File: src/rtl/spi_pkg.sv
// Shared types and defaults for the SPI memory-slave transaction controller.
package spi_pkg;

    localparam int unsigned AddrBitsDef = 7;
    localparam int unsigned DataBitsDef = 8;

    typedef enum logic [2:0] {
        StIdle       = 3'd0,
        StGetAddr    = 3'd1,
        StLatch      = 3'd2,
        StReadLoad   = 3'd3,
        StReadShift  = 3'd4,
        StWriteShift = 3'd5,
        StWriteMem   = 3'd6,
        StDone       = 3'd7
    } spi_state_e;

    // Wide enough to hold the larger of (address + R/W) and data bit counts.
    function automatic int unsigned cnt_width(input int unsigned addr_bits,
                                              input int unsigned data_bits);
        int unsigned max_v;
        max_v = (addr_bits + 1 > data_bits) ? addr_bits + 1 : data_bits;
        return $clog2(max_v + 1);
    endfunction

endpackage

File: src/rtl/spi_fsm_if.sv
// Control/status bundle between the SPI transaction FSM and its conditioners/datapath.
// Carries the optional err flag when SPI_FSM_ERR_EN is defined.
interface spi_fsm_if;

    logic cs_cond;
    logic sclk_pos;
    logic rw_bit;
    logic addr_we;
    logic sr_we;
    logic dm_we;
    logic miso_buff;
    logic busy;
`ifdef SPI_FSM_ERR_EN
    logic err;

    modport master (
        input  cs_cond, sclk_pos, rw_bit,
        output addr_we, sr_we, dm_we, miso_buff, busy, err
    );

    modport slave (
        output cs_cond, sclk_pos, rw_bit,
        input  addr_we, sr_we, dm_we, miso_buff, busy, err
    );
`else
    modport master (
        input  cs_cond, sclk_pos, rw_bit,
        output addr_we, sr_we, dm_we, miso_buff, busy
    );

    modport slave (
        output cs_cond, sclk_pos, rw_bit,
        input  addr_we, sr_we, dm_we, miso_buff, busy
    );
`endif

endinterface

File: src/rtl/sclk_counter.sv
// Clearable, enable-driven bit counter; hit_o flags the enable that reaches term_i.
module sclk_counter #(
    parameter int unsigned Width = 4
) (
    input  logic             clk_i,
    input  logic             rst_ni,
    input  logic             clr_i,
    input  logic             en_i,
    input  logic [Width-1:0] term_i,
    output logic             hit_o
);

    logic [Width-1:0] cnt_q, cnt_d;

    always_comb begin
        cnt_d = cnt_q;
        if (clr_i) begin
            cnt_d = '0;
        end else if (en_i) begin
            cnt_d = cnt_q + Width'(1);
        end
    end

    always_ff @(posedge clk_i or negedge rst_ni) begin
        if (!rst_ni) begin
            cnt_q <= '0;
        end else begin
            cnt_q <= cnt_d;
        end
    end

    assign hit_o = en_i & ((cnt_q + Width'(1)) == term_i);

endmodule

File: src/rtl/spi_fsm.sv
// SPI memory-slave transaction controller: counts SCLK edges and sequences address latch,
// shift-register load, memory write and MISO enable. SPI_FSM_ERR_EN adds a sticky abort flag.
module spi_fsm
    import spi_pkg::*;
#(
    parameter int unsigned ADDR_BITS = AddrBitsDef,
    parameter int unsigned DATA_BITS = DataBitsDef
) (
    input logic       clk,
    input logic       rst_n,
    spi_fsm_if.master spi_io
);

    localparam int unsigned     CntW     = cnt_width(ADDR_BITS, DATA_BITS);
    localparam logic [CntW-1:0] AddrTerm = CntW'(ADDR_BITS + 1);
    localparam logic [CntW-1:0] DataTerm = CntW'(DATA_BITS);

    spi_state_e      state_q, state_d;
    logic            cs_prev_q, cs_prev_d;
    logic            armed_q, armed_d;
    logic            cs_fall;
    logic            cnt_en, cnt_clr, cnt_hit;
    logic [CntW-1:0] cnt_term;

    // armed_q blocks a start until cs has been seen high since reset, so a
    // reset released with cs already low does not look like a falling edge.
    assign cs_fall = armed_q & cs_prev_q & ~spi_io.cs_cond;

    always_comb begin
        cs_prev_d = spi_io.cs_cond;
        armed_d   = armed_q | spi_io.cs_cond;
    end

    always_ff @(posedge clk or negedge rst_n) begin
        if (!rst_n) begin
            cs_prev_q <= 1'b1;
            armed_q   <= 1'b0;
        end else begin
            cs_prev_q <= cs_prev_d;
            armed_q   <= armed_d;
        end
    end

    always_comb begin
        cnt_en   = spi_io.sclk_pos &
                   (state_q inside {StGetAddr, StReadShift, StWriteShift});
        cnt_term = (state_q == StGetAddr) ? AddrTerm : DataTerm;
        cnt_clr  = (state_d != state_q);
    end

    sclk_counter #(
        .Width (CntW)
    ) u_sclk_counter (
        .clk_i  (clk),
        .rst_ni (rst_n),
        .clr_i  (cnt_clr),
        .en_i   (cnt_en),
        .term_i (cnt_term),
        .hit_o  (cnt_hit)
    );

    always_ff @(posedge clk or negedge rst_n) begin
        if (!rst_n) begin
            state_q <= StIdle;
        end else begin
            state_q <= state_d;
        end
    end

    always_comb begin
        state_d = state_q;
        unique case (state_q)
            StIdle:       if (cs_fall) state_d = StGetAddr;
            StGetAddr:    if (cnt_hit) state_d = StLatch;
            StLatch:      state_d = spi_io.rw_bit ? StReadLoad : StWriteShift;
            StReadLoad:   state_d = StReadShift;
            StReadShift:  if (cnt_hit) state_d = StDone;
            StWriteShift: if (cnt_hit) state_d = StWriteMem;
            StWriteMem:   state_d = StDone;
            StDone:       state_d = StDone;
            default:      state_d = StIdle;
        endcase
        // Deselect overrides any same-cycle edge or count match.
        if (state_q != StIdle && spi_io.cs_cond) begin
            state_d = StIdle;
        end
    end

`ifdef SPI_FSM_ERR_EN
    logic err_q, err_d;

    always_comb begin
        err_d = err_q;
        if (cs_fall) begin
            err_d = 1'b0;
        end else if (spi_io.cs_cond && (state_q inside {StGetAddr, StLatch, StReadLoad,
                                                       StReadShift, StWriteShift,
                                                       StWriteMem})) begin
            err_d = 1'b1;
        end
    end

    always_ff @(posedge clk or negedge rst_n) begin
        if (!rst_n) begin
            err_q <= 1'b0;
        end else begin
            err_q <= err_d;
        end
    end
`endif

    always_comb begin
        spi_io.addr_we   = (state_q == StLatch);
        spi_io.sr_we     = (state_q == StReadLoad);
        spi_io.dm_we     = (state_q == StWriteMem);
        spi_io.miso_buff = (state_q == StReadShift);
        spi_io.busy      = (state_q != StIdle);
`ifdef SPI_FSM_ERR_EN
        spi_io.err       = err_q;
`endif
    end

endmodule

File: src/flat_wrapper.sv
// flat-port wrapper written by rule: the top's interface ports become plain ports
module spi_fsm_flat import spi_pkg::*;
#(
    parameter int unsigned ADDR_BITS = AddrBitsDef,
    parameter int unsigned DATA_BITS = DataBitsDef
)
  (clk, rst_n, spi_io_cs_cond, spi_io_sclk_pos, spi_io_rw_bit, spi_io_addr_we, spi_io_sr_we, spi_io_dm_we, spi_io_miso_buff, spi_io_busy);
  spi_fsm_if spi_io_i ();
  input logic clk;
  input logic rst_n;
  input wire logic [$bits(spi_io_i.cs_cond)-1:0] spi_io_cs_cond;
  input wire logic [$bits(spi_io_i.sclk_pos)-1:0] spi_io_sclk_pos;
  input wire logic [$bits(spi_io_i.rw_bit)-1:0] spi_io_rw_bit;
  output wire logic [$bits(spi_io_i.addr_we)-1:0] spi_io_addr_we;
  output wire logic [$bits(spi_io_i.sr_we)-1:0] spi_io_sr_we;
  output wire logic [$bits(spi_io_i.dm_we)-1:0] spi_io_dm_we;
  output wire logic [$bits(spi_io_i.miso_buff)-1:0] spi_io_miso_buff;
  output wire logic [$bits(spi_io_i.busy)-1:0] spi_io_busy;
  assign spi_io_i.cs_cond = spi_io_cs_cond;
  assign spi_io_i.sclk_pos = spi_io_sclk_pos;
  assign spi_io_i.rw_bit = spi_io_rw_bit;
  assign spi_io_addr_we = spi_io_i.addr_we;
  assign spi_io_sr_we = spi_io_i.sr_we;
  assign spi_io_dm_we = spi_io_i.dm_we;
  assign spi_io_miso_buff = spi_io_i.miso_buff;
  assign spi_io_busy = spi_io_i.busy;
  spi_fsm #(.ADDR_BITS(ADDR_BITS), .DATA_BITS(DATA_BITS)) u_core (.clk(clk), .rst_n(rst_n), .spi_io(spi_io_i));
endmodule
File: config.mk
export PLATFORM = sky130hd
export DESIGN_NAME = spi_fsm_flat
export DESIGN_NICKNAME = d
export VERILOG_FILES = /design/src/rtl/spi_pkg.sv /design/src/rtl/spi_fsm_if.sv /design/src/rtl/sclk_counter.sv /design/src/rtl/spi_fsm.sv /design/src/flat_wrapper.sv
export SDC_FILE = /design/constraint.sdc
export NUM_CORES = 1
export LEC_CHECK = 0
export CORE_UTILIZATION = 40
export DETAILED_ROUTE_END_ITERATION = 6
export PLACE_DENSITY_LB_ADDON = 0.3
export SLEW_MARGIN = 20
export SYNTH_ARGS = -nofsm -noshare
export SYNTH_HDL_FRONTEND = slang
export SYNTH_SLANG_ARGS = --single-unit
File: constraint.sdc
create_clock -name clk -period 1.64 [get_ports clk]
set_input_delay 0.328 -clock clk [delete_from_list [all_inputs] [get_ports clk]]
set_output_delay 0.328 -clock clk [all_outputs]
set_load 0.005 [all_outputs]
* Word-level counts from Yosys, hierarchy flattened
Index checks and enable logic that the tools add are counted.
Word-level totals: flip-flop bits (word level) 9, bits of input ports 5, output and inout bits 5
Operators by class: add/subtract/negate cells 1, equal/unequal tests 9, multiplexer cells 9, bitwise gates (word level) 6, reduce and logical (&&, ||, !) cells 6
Operators by type and width (number):
- 3-bit case mux with 7 select lines | 1
- 3-bit two-way mux | 6
- 3-bit equality test, second input constant | 4
- 4-bit two-way mux | 2
- 3-bit by 2-bit equality test with 1-bit output, second input constant | 2
- 3-bit nonzero test | 2
- 4-bit by 1-bit adder with 4-bit output, second input constant | 1
- 1-bit AND | 4
- 4-bit equality test, second input constant | 1
- 3-bit by 1-bit equality test with 1-bit output, second input constant | 1
- 3-bit zero test | 1
- 3-bit != test | 1
- 2-bit nonzero test | 1
- 2-bit OR reduction | 1
- 1-bit logical AND | 1
- 1-bit inverter | 1
- 1-bit OR | 1

* Logic depth before layout (Yosys ltp)
Gate-level depths: netlist (run 1).
depth after elaboration 9, gate-level depth with buffers 5, depth with buffers taken out 5

* Modules after synthesis
Synthesis (run 1) repeated with hierarchy kept, for this count alone.
Unflattened totals: cell total of the unflattened synthesis 63, area total of the unflattened synthesis 599.3 µm²
By module, submodules not included:
- spi_fsm | times used 1, cells each 39, area an instance 352.8 µm², seq. area each 126.4 µm²
- sclk_counter | times used 1, cells each 24, area an instance 246.5 µm², seq. area each 100.1 µm²

* Least setup slack after synthesis (run 1)
No wires, ideal clock.
kind reg2reg, from register u_core.u_sclk_counter.cnt_q[0], to register u_core.state_q[0], library setup time 0.111 ns, arrival time 1.451 ns, data required time 1.529 ns, slack 0.077 ns, cell stages (with the launch flop) 6, buffers on the path 0, clock period less this slack 1.563 ns, cell sequence dfrtp_1 -> ha_1 -> and4bb_1 -> nand3_2 -> and3_1 -> a2111oi_2
On the way: cells in the longest elaborated chain, start to end 6, elaborated cells between the ends (all ways) 8, classes of those cells 1 x add/sub; 1 x eq/ne; 5 x mux; 1 x bitwise
RTL lines:
- start: declaration | RTL line sclk_counter.sv:13 | logic [Width-1:0] cnt_q, cnt_d;
- start signal: assignment | RTL line sclk_counter.sv:28 | cnt_q <= cnt_d;
- 4-bit by 1-bit adder with 4-bit output (*) | RTL line sclk_counter.sv:32 | assign hit_o = en_i & ((cnt_q + Width'(1)) == term_i);
- 4-bit equality test (*) | RTL line sclk_counter.sv:32
- 1-bit AND (*) | RTL line sclk_counter.sv:32
- 3-bit two-way mux (on tied branches) | RTL line spi_fsm.sv:78, spi_fsm.sv:74, spi_fsm.sv:77
- 3-bit case mux with 7 select lines (*) | RTL line spi_fsm.sv:72 | unique case (state_q)
- 3-bit two-way mux (*) | RTL line spi_fsm.sv:84 | if (state_q != StIdle && spi_io.cs_cond) begin
- net u_core.state_d[0] | RTL line spi_fsm.sv:18 | spi_state_e state_q, state_d;
- end signal: assignment | RTL line spi_fsm.sv:64 | state_q <= StIdle;
- end signal: assignment | RTL line spi_fsm.sv:66 | state_q <= state_d;
- end: declaration | RTL line spi_fsm.sv:18
The timed path passes the listed nets; every way through them passes the cells marked *. A chain may end at the register's enable or synchronous reset.

* Worst setup path after layout (run 1)
from register u_core.state_q[0], to register u_core.state_q[0]
On the way: cells in the longest elaborated chain, start to end 7, elaborated cells between the ends (all ways) 20, classes of those cells 7 x eq/ne; 6 x mux; 2 x bitwise; 5 x reduce/logical
RTL lines:
- 3-bit by 1-bit equality test with 1-bit output or 3-bit equality test (tied branches) | RTL line spi_fsm.sv:46, spi_fsm.sv:72
- 3-bit nonzero test | RTL line spi_fsm.sv:46 | (state_q inside {StGetAddr, StReadShift, StWriteShift});
- 1-bit AND | RTL line spi_fsm.sv:45 | cnt_en = spi_io.sclk_pos &
- 1-bit AND | RTL line sclk_counter.sv:32
- 3-bit two-way mux (on tied branches) | RTL line spi_fsm.sv:78, spi_fsm.sv:74, spi_fsm.sv:77
- 3-bit case mux with 7 select lines | RTL line spi_fsm.sv:72
- 3-bit two-way mux (*) | RTL line spi_fsm.sv:84
- net u_core.state_d[0] | RTL line spi_fsm.sv:18
Marked as above.

==> metrics, run 1 <==
setup TNS 0 ns; Levels on crit path 6; TritonCTS clock tree built; fill count 114; CP bufs+invs 2; Crit Path Category flop to flop; Tot Pwr 0.0005523 W; via count of the first global-routing pass between 500 and 600; Final min period 1.613 ns; post-route ant nets 0; initial DRC count 24; CP required about 1.8 ns; VDD IR max approximately 0.50 mV; Synth Area in Compound Gates 13.63%; Clock Root Buffer clkbuf_4; Placer Congestion between 0.7 and 0.8; largest net degree at the start of global routing 10; IO buf count 9; xor/xnor share of the synthesized area 4.403%; Max Slew Vio Count 0; IO Count 10; CP Cell Sequence buf_4 -> buf_4 -> or2_4 -> o2111ai_4 -> nand2_2 -> a2111oi_4; reg2reg setup slack approximately 0.027 ns; routed wire length approximately 1500 um; post-synthesis cell area 596.8 um^2; Reg-to-Reg End u_core.state_q[0]; post-synthesis simple-gate area fraction between 30% and 40%; Synth Warn # 0; commonest non-fill, non-tap cell in the layout buf_4; CP Launch Type flop; die height slightly above 40 um; crit path from u_core.state_q[0]; most frequent cells in the layout buf_4 (15), dfrtp_1 (5), nor2_1 (4), nor3_2 (4), clkdlybuf4s50_1 (4); HPWL Detailed a little over 900 um; Pre-antenna DRT Iters 4; WL per Instance roughly 15 um; post-synthesis sequential area ratio ~38%; total track usage 20.52%; first-pass GRT wire length 2228 um; RSZ-0062 raised after global routing true; layout cells sized above 1 50.60%; family with the most delay on the worst path compound AO/OA/AOI/OAI gates; f_max roughly 0.62 GHz; Area Overhead vs Synth 44.03%; row cnt 13; DRC 0; Fin. Hold Viols 0; overall die width between 40 and 50 um; Max-Cap Viols 0; antenna violations before repair 0; GRT overflow 0; mux cell area share after synthesis 1.677%; Vias around 550; Adder-Cell Fraction of Synth Area between 4 and 5%; outcome complete, no violations; Slowest-stage cell, CP dfrtp_2; Mapped Avg Cell Area 10.29 um^2; syn nets 65; starting density of the core between 40% and 50%; WHS around 0.37 ns; htree depth 1; Setup crit end kind flop; Reg-to-Reg Start u_core.state_q[0]; Synth cell types 35; die area 1650 um^2; reg2reg path depth 6; Max FO, Critical Path 4; Final period util a little over nine tenths; dominant cells by area after synthesis dfrtp_1 (34%), dfstp_2 (4.4%), ha_1 (4.2%), nor3_1 (4.2%), buf_6 (3.8%); CTS Buf Count 3; clk sinks 9; later-pin clock latency in the skew report around 0.27 ns; vias per cell ~5.6; Final Setup Violations 0; ant diodes 0; main combinational cell family by area after synthesis simple AND/OR/NAND/NOR gates; largest stage delay on the critical path between 0.4 and 0.5 ns; Least-Margin Pin Slew about 0.44 ns; Pwr Density 642.5 nW/um^2; clock skew around 0.0044 ns; core area approximately 1400 um^2; worst hold path class input pin to asynchronous set/reset pin; register bit total from synthesis 9; clk buf depth 2; LEAKAGE roughly 0.4 nW; clock transition at the registers of the reported paths approximately 0.060 ns; Critical Path AT approximately 1.8 ns; Yosys top cell area share roughly a third; Slew HR around 71%; Synth area leader dfrtp_1; most used cell, CP buf_4; Synth Instances 58; CP endpoint u_core.state_q[0]; layout net count roughly 90; hold_buf cts 0
timing repair:
| action | CTS | global route |
|---|---|---|
| endpoints found under the setup margin | 5 | 8 |
| gates resized for setup | 11 | 11 |
| pin swaps | 1 | 4 |
| buffers inserted | 5 | 1 |
worst min path at each step:
stage,from,end,depth (start not counted)
3_5_place_dp,u_core.armed_q,u_core.armed_q,1
2_1_floorplan,rst_n,u_core.armed_q,0
4_1_cts,rst_n,u_core.armed_q,1
6_report,rst_n,u_core.armed_q,1
5_1_grt,rst_n,u_core.armed_q,1
3_3_place_gp,u_core.armed_q,u_core.armed_q,1
metrics by stage:
stage	instance area [um^2]	std cells	utilization [%]	worst slack [ns]
2_1_floorplan	596.8	58	-	0.07727
3_3_place_gp	743.2	88	55.05	-0.07867
3_5_place_dp	743.2	88	55.05	-0.1330
4_1_cts	813.3	97	60.24	-0.06469
5_1_grt	859.6	98	63.67	-0.03391
6_report	859.6	98	63.67	0.02724
sequential cells by signal, indices dropped and copies added, names as in the netlist:
signal and flops:
u_core.cs_prev_q 1, u_core.armed_q 1, u_core.state_q 3, u_core.u_sclk_counter.cnt_q 4
power breakdown:
part | total, W | internal [W] | switching, W
registers | 0.000247 | 0.000235 | 0.0000118
clock network | 0.000177 | 0.0000941 | 0.0000826
logic | 0.000129 | 0.0000694 | 0.0000592
total | 0.000552 | 0.000399 | 0.000154
layout make-up:
cell class	count	area [um^2]	area share, %
multi-input cells	46	394.1	45.85
flip-flops and latches	9	230.2	26.78
repair buffers	24	190.2	22.13
clock buffers	4	26.28	3.057
well taps	15	18.77	2.183
routing by layer:
layer | global-route usage, % | vias up | share of wire, %
met3 | 8.152 | 0 | 5.1
met5 | 0 | - | 0
met2 | 36.90 | 16 | 53
li1 | - | 261 | -
met1 | 24.24 | 271 | 41
met4 | 0 | 0 | 0
synthesized netlist by cell type (all sizes together):
cell     count
a21oi        1
a32oi        1
nand2        3
a21boi       1
or2          2
and2b        1
nor3b        1
xor2         1
dfrtp        8
and4bb       1
buf          3
ha           2
o21ai        1
and3b        2
and3         2
mux2i        1
o2111ai      1
dfstp        1
a211o        1
nor2         5
nand3        3
or3          1
a2111oi      1
nor3         5
and2         2
nor2b        2
xnor2        2
a31oi        2
nand2b       1
logic make-up after synthesis:
| family | after synthesis |
|---|---|
| adders and majority gates | 2 |
| DFF | 9 |
| xor gates and xnor gates | 3 |
| and+or+nand+nor | 31 |
| muxes | 1 |
| buffers and inverters | 3 |
| AOI/OAI and AO/OA | 9 |
(Power assumes the default switching activity.)
==> run 2, diff against run 1 <==
- MAX_ROUTING_LAYER: unset -> met4
==> metrics, run 2 (synthesis gave the netlist of run 1 again) <==
outcome complete, no violations; hold_buf cts 0 (unchanged); core area 1350 um^2 (unchanged); largest net degree at the start of global routing 10 (unchanged); IO buf count 9 (unchanged); Slew HR 70.65% (-0.20 points); IO Count 10 (unchanged); layout net count 91 (unchanged); Vias 535 (-2.4%); Clock Root Buffer clkbuf_4; Max Slew Vio Count 0 (unchanged); Final period util 98.30% (about the same); Largest Register u_core.u_sclk_counter.cnt_q; Final Setup Violations 0 (unchanged); clock skew 0.004030 ns (-0.0003962 ns); Crit Path Category flop to flop; most frequent cells in the layout buf_4 (15), dfrtp_1 (5), nor2_1 (4), nor3_2 (4), clkdlybuf4s50_1 (4); WL per Instance 15.26 um (about the same); f_max 0.6203 GHz (about the same); commonest non-fill, non-tap cell in the layout buf_4; max reg flops 4 (unchanged); starting density of the core 44.21% (unchanged); later-pin clock latency in the skew report 0.26 ns (about the same); CTS Buf Count 3 (unchanged); htree depth 1 (unchanged); CP Launch Type flop; Reg-to-Reg End u_core.state_q[0]; Top Registers u_core.u_sclk_counter.cnt_q (4), u_core.state_q (3); die area 1650 um^2 (unchanged); post-route ant nets 0 (unchanged); Max FO, Critical Path 4 (unchanged); Fin. Hold Viols 0 (unchanged); vias per cell 5.459 (-2.4%); clk sinks 9 (unchanged); Pre-antenna DRT Iters 4 (unchanged); most used cell, CP buf_4; Post-Place Worst Slack -0.1330 ns (unchanged); Least-Margin Pin Slew 0.4388 ns (+0.002974 ns); worst hold path class input pin to asynchronous set/reset pin; HPWL Detailed 932.6 um (unchanged); clock transition at the registers of the reported paths 0.06 ns (about the same); largest stage delay on the critical path 0.43 ns (about the same); Switch Pwr 0.0001498 W (-2.5%); layout cells sized above 1 50.60% (unchanged); Reg power frac 45.1% (+0.4 points); internal cell power 0.0003984 W (about the same); setup slack after layout 0.02787 ns (+0.0006289 ns); LEAKAGE 0.3992 nW (unchanged); row cnt 13 (unchanged); reg2reg setup slack 0.03 ns (about the same); via count of the first global-routing pass 511 (unchanged); antenna violations before repair 0 (unchanged); CP required 1.80 ns (about the same); Final min period 1.612 ns (-0.0006289 ns); Setup crit end kind flop; Area Overhead vs Synth 44.03% (unchanged); CP Cell Sequence buf_4 -> buf_4 -> or2_4 -> o2111ai_4 -> nand2_2 -> a2111oi_4; RSZ-0062 raised after global routing true; Reg-to-Reg Start u_core.state_q[0]; ant diodes 0 (unchanged); die height 40.63 um (unchanged); Clock Power Share 31.4% (-0.6 points); clk buf depth 2 (unchanged); WHS 0.3747 ns (+0.007511 ns); GRT overflow 0 (unchanged); Slowest-stage cell, CP dfrtp_2; Placer Congestion 0.7384 (+1.2%); Layout Utilization 63.67% (unchanged); Net Sw Frac 27.32% (-0.50 points); Tot Pwr 0.0005482 W (-0.75%); logic gate share of total power 23.5% (+0.2 points); overall die width 40.63 um (unchanged); VDD IR max 0.4947 mV (-0.92%); Critical Path AT 1.77 ns (about the same); routed wire length 1495 um (about the same); Pwr Density 637.8 nW/um^2 (-0.75%); Max-Cap Viols 0 (unchanged); first-pass GRT wire length 2228 um (unchanged); DRC 0 (unchanged); initial DRC count 21 (-13%); reg2reg path depth 6 (unchanged); total track usage 21.10% (+0.58 points); TritonCTS clock tree built
-- run 2: cell counts in the layout (fill, tap and decap cells not counted) --
Identical to the previous run, type by type.
-- run 2: power by group through the flow --
stage          Combinational (W)  Sequential (W)  Clock [W]
6_report                0.000129        0.000247   0.000172
5_1_grt                 0.000139        0.000250   0.000192
4_1_cts                 0.000111        0.000247   0.000180
3_5_place_dp           0.0000982        0.000253          0
3_3_place_gp           0.0000960        0.000253          0
2_1_floorplan          0.0000494        0.000253          0
-- run 2: routing by layer --
| metal | routed length, um | global-route usage [%] |
|---|---|---|
| met5 | 0 | - |
| met4 | 0 | 0 |
| met3 | 57 | 8.152 |
| met2 | 807 | 36.90 |
| met1 | 630 | 24.24 |
-- run 2: worst max path at each step --
stage	startpoint	endpoint	slack, ns	depth (start not counted)
final	u_core.state_q[0]	u_core.state_q[0]	0.03	6
after global routing	u_core.state_q[0]	u_core.state_q[0]	-0.03	6
after global placement	spi_io_sclk_pos	u_core.state_q[0]	-0.08	5
after CTS	u_core.state_q[0]	spi_io_busy	-0.06	3
after floorplan	u_core.u_sclk_counter.cnt_q[0]	u_core.state_q[0]	0.08	5
after detailed placement	spi_io_sclk_pos	u_core.state_q[0]	-0.13	5
-- run 2: worst max-delay path, delay by kind of cell, from the launching register on --
family	cells	cell delay, ns
flip-flops	1	0.43
AO/OA/AOI/OAI	2	0.43
buffers and inverters	2	0.29
AND/OR/NAND/NOR	2	0.36
-- run 2: repair_timing --
action / in CTS / in global routing
endpoints found under the setup margin: 5 / 8
resized for setup: 11 / 11
buffers inserted: 5 / 1
pin swaps: 1 / 4
-- run 2: final cells by class --
type                       instances  area [um^2]
fill                             114        490.5
multi-input combinational         46        394.1
sequential                         9        230.2
timing repair buffer              24        190.2
clock buffer                       4        26.28
tap                               15        18.77
-- run 2: through the flow --
stage | std cells | cell area, um^2 | TNS [ns]
5_1_grt | 98 | 859.6 | -0.05758
3_3_place_gp | 88 | 743.2 | -0.07867
2_1_floorplan | 58 | 596.8 | 0
3_5_place_dp | 88 | 743.2 | -0.1626
6_report | 98 | 859.6 | 0
4_1_cts | 97 | 813.3 | -0.06469
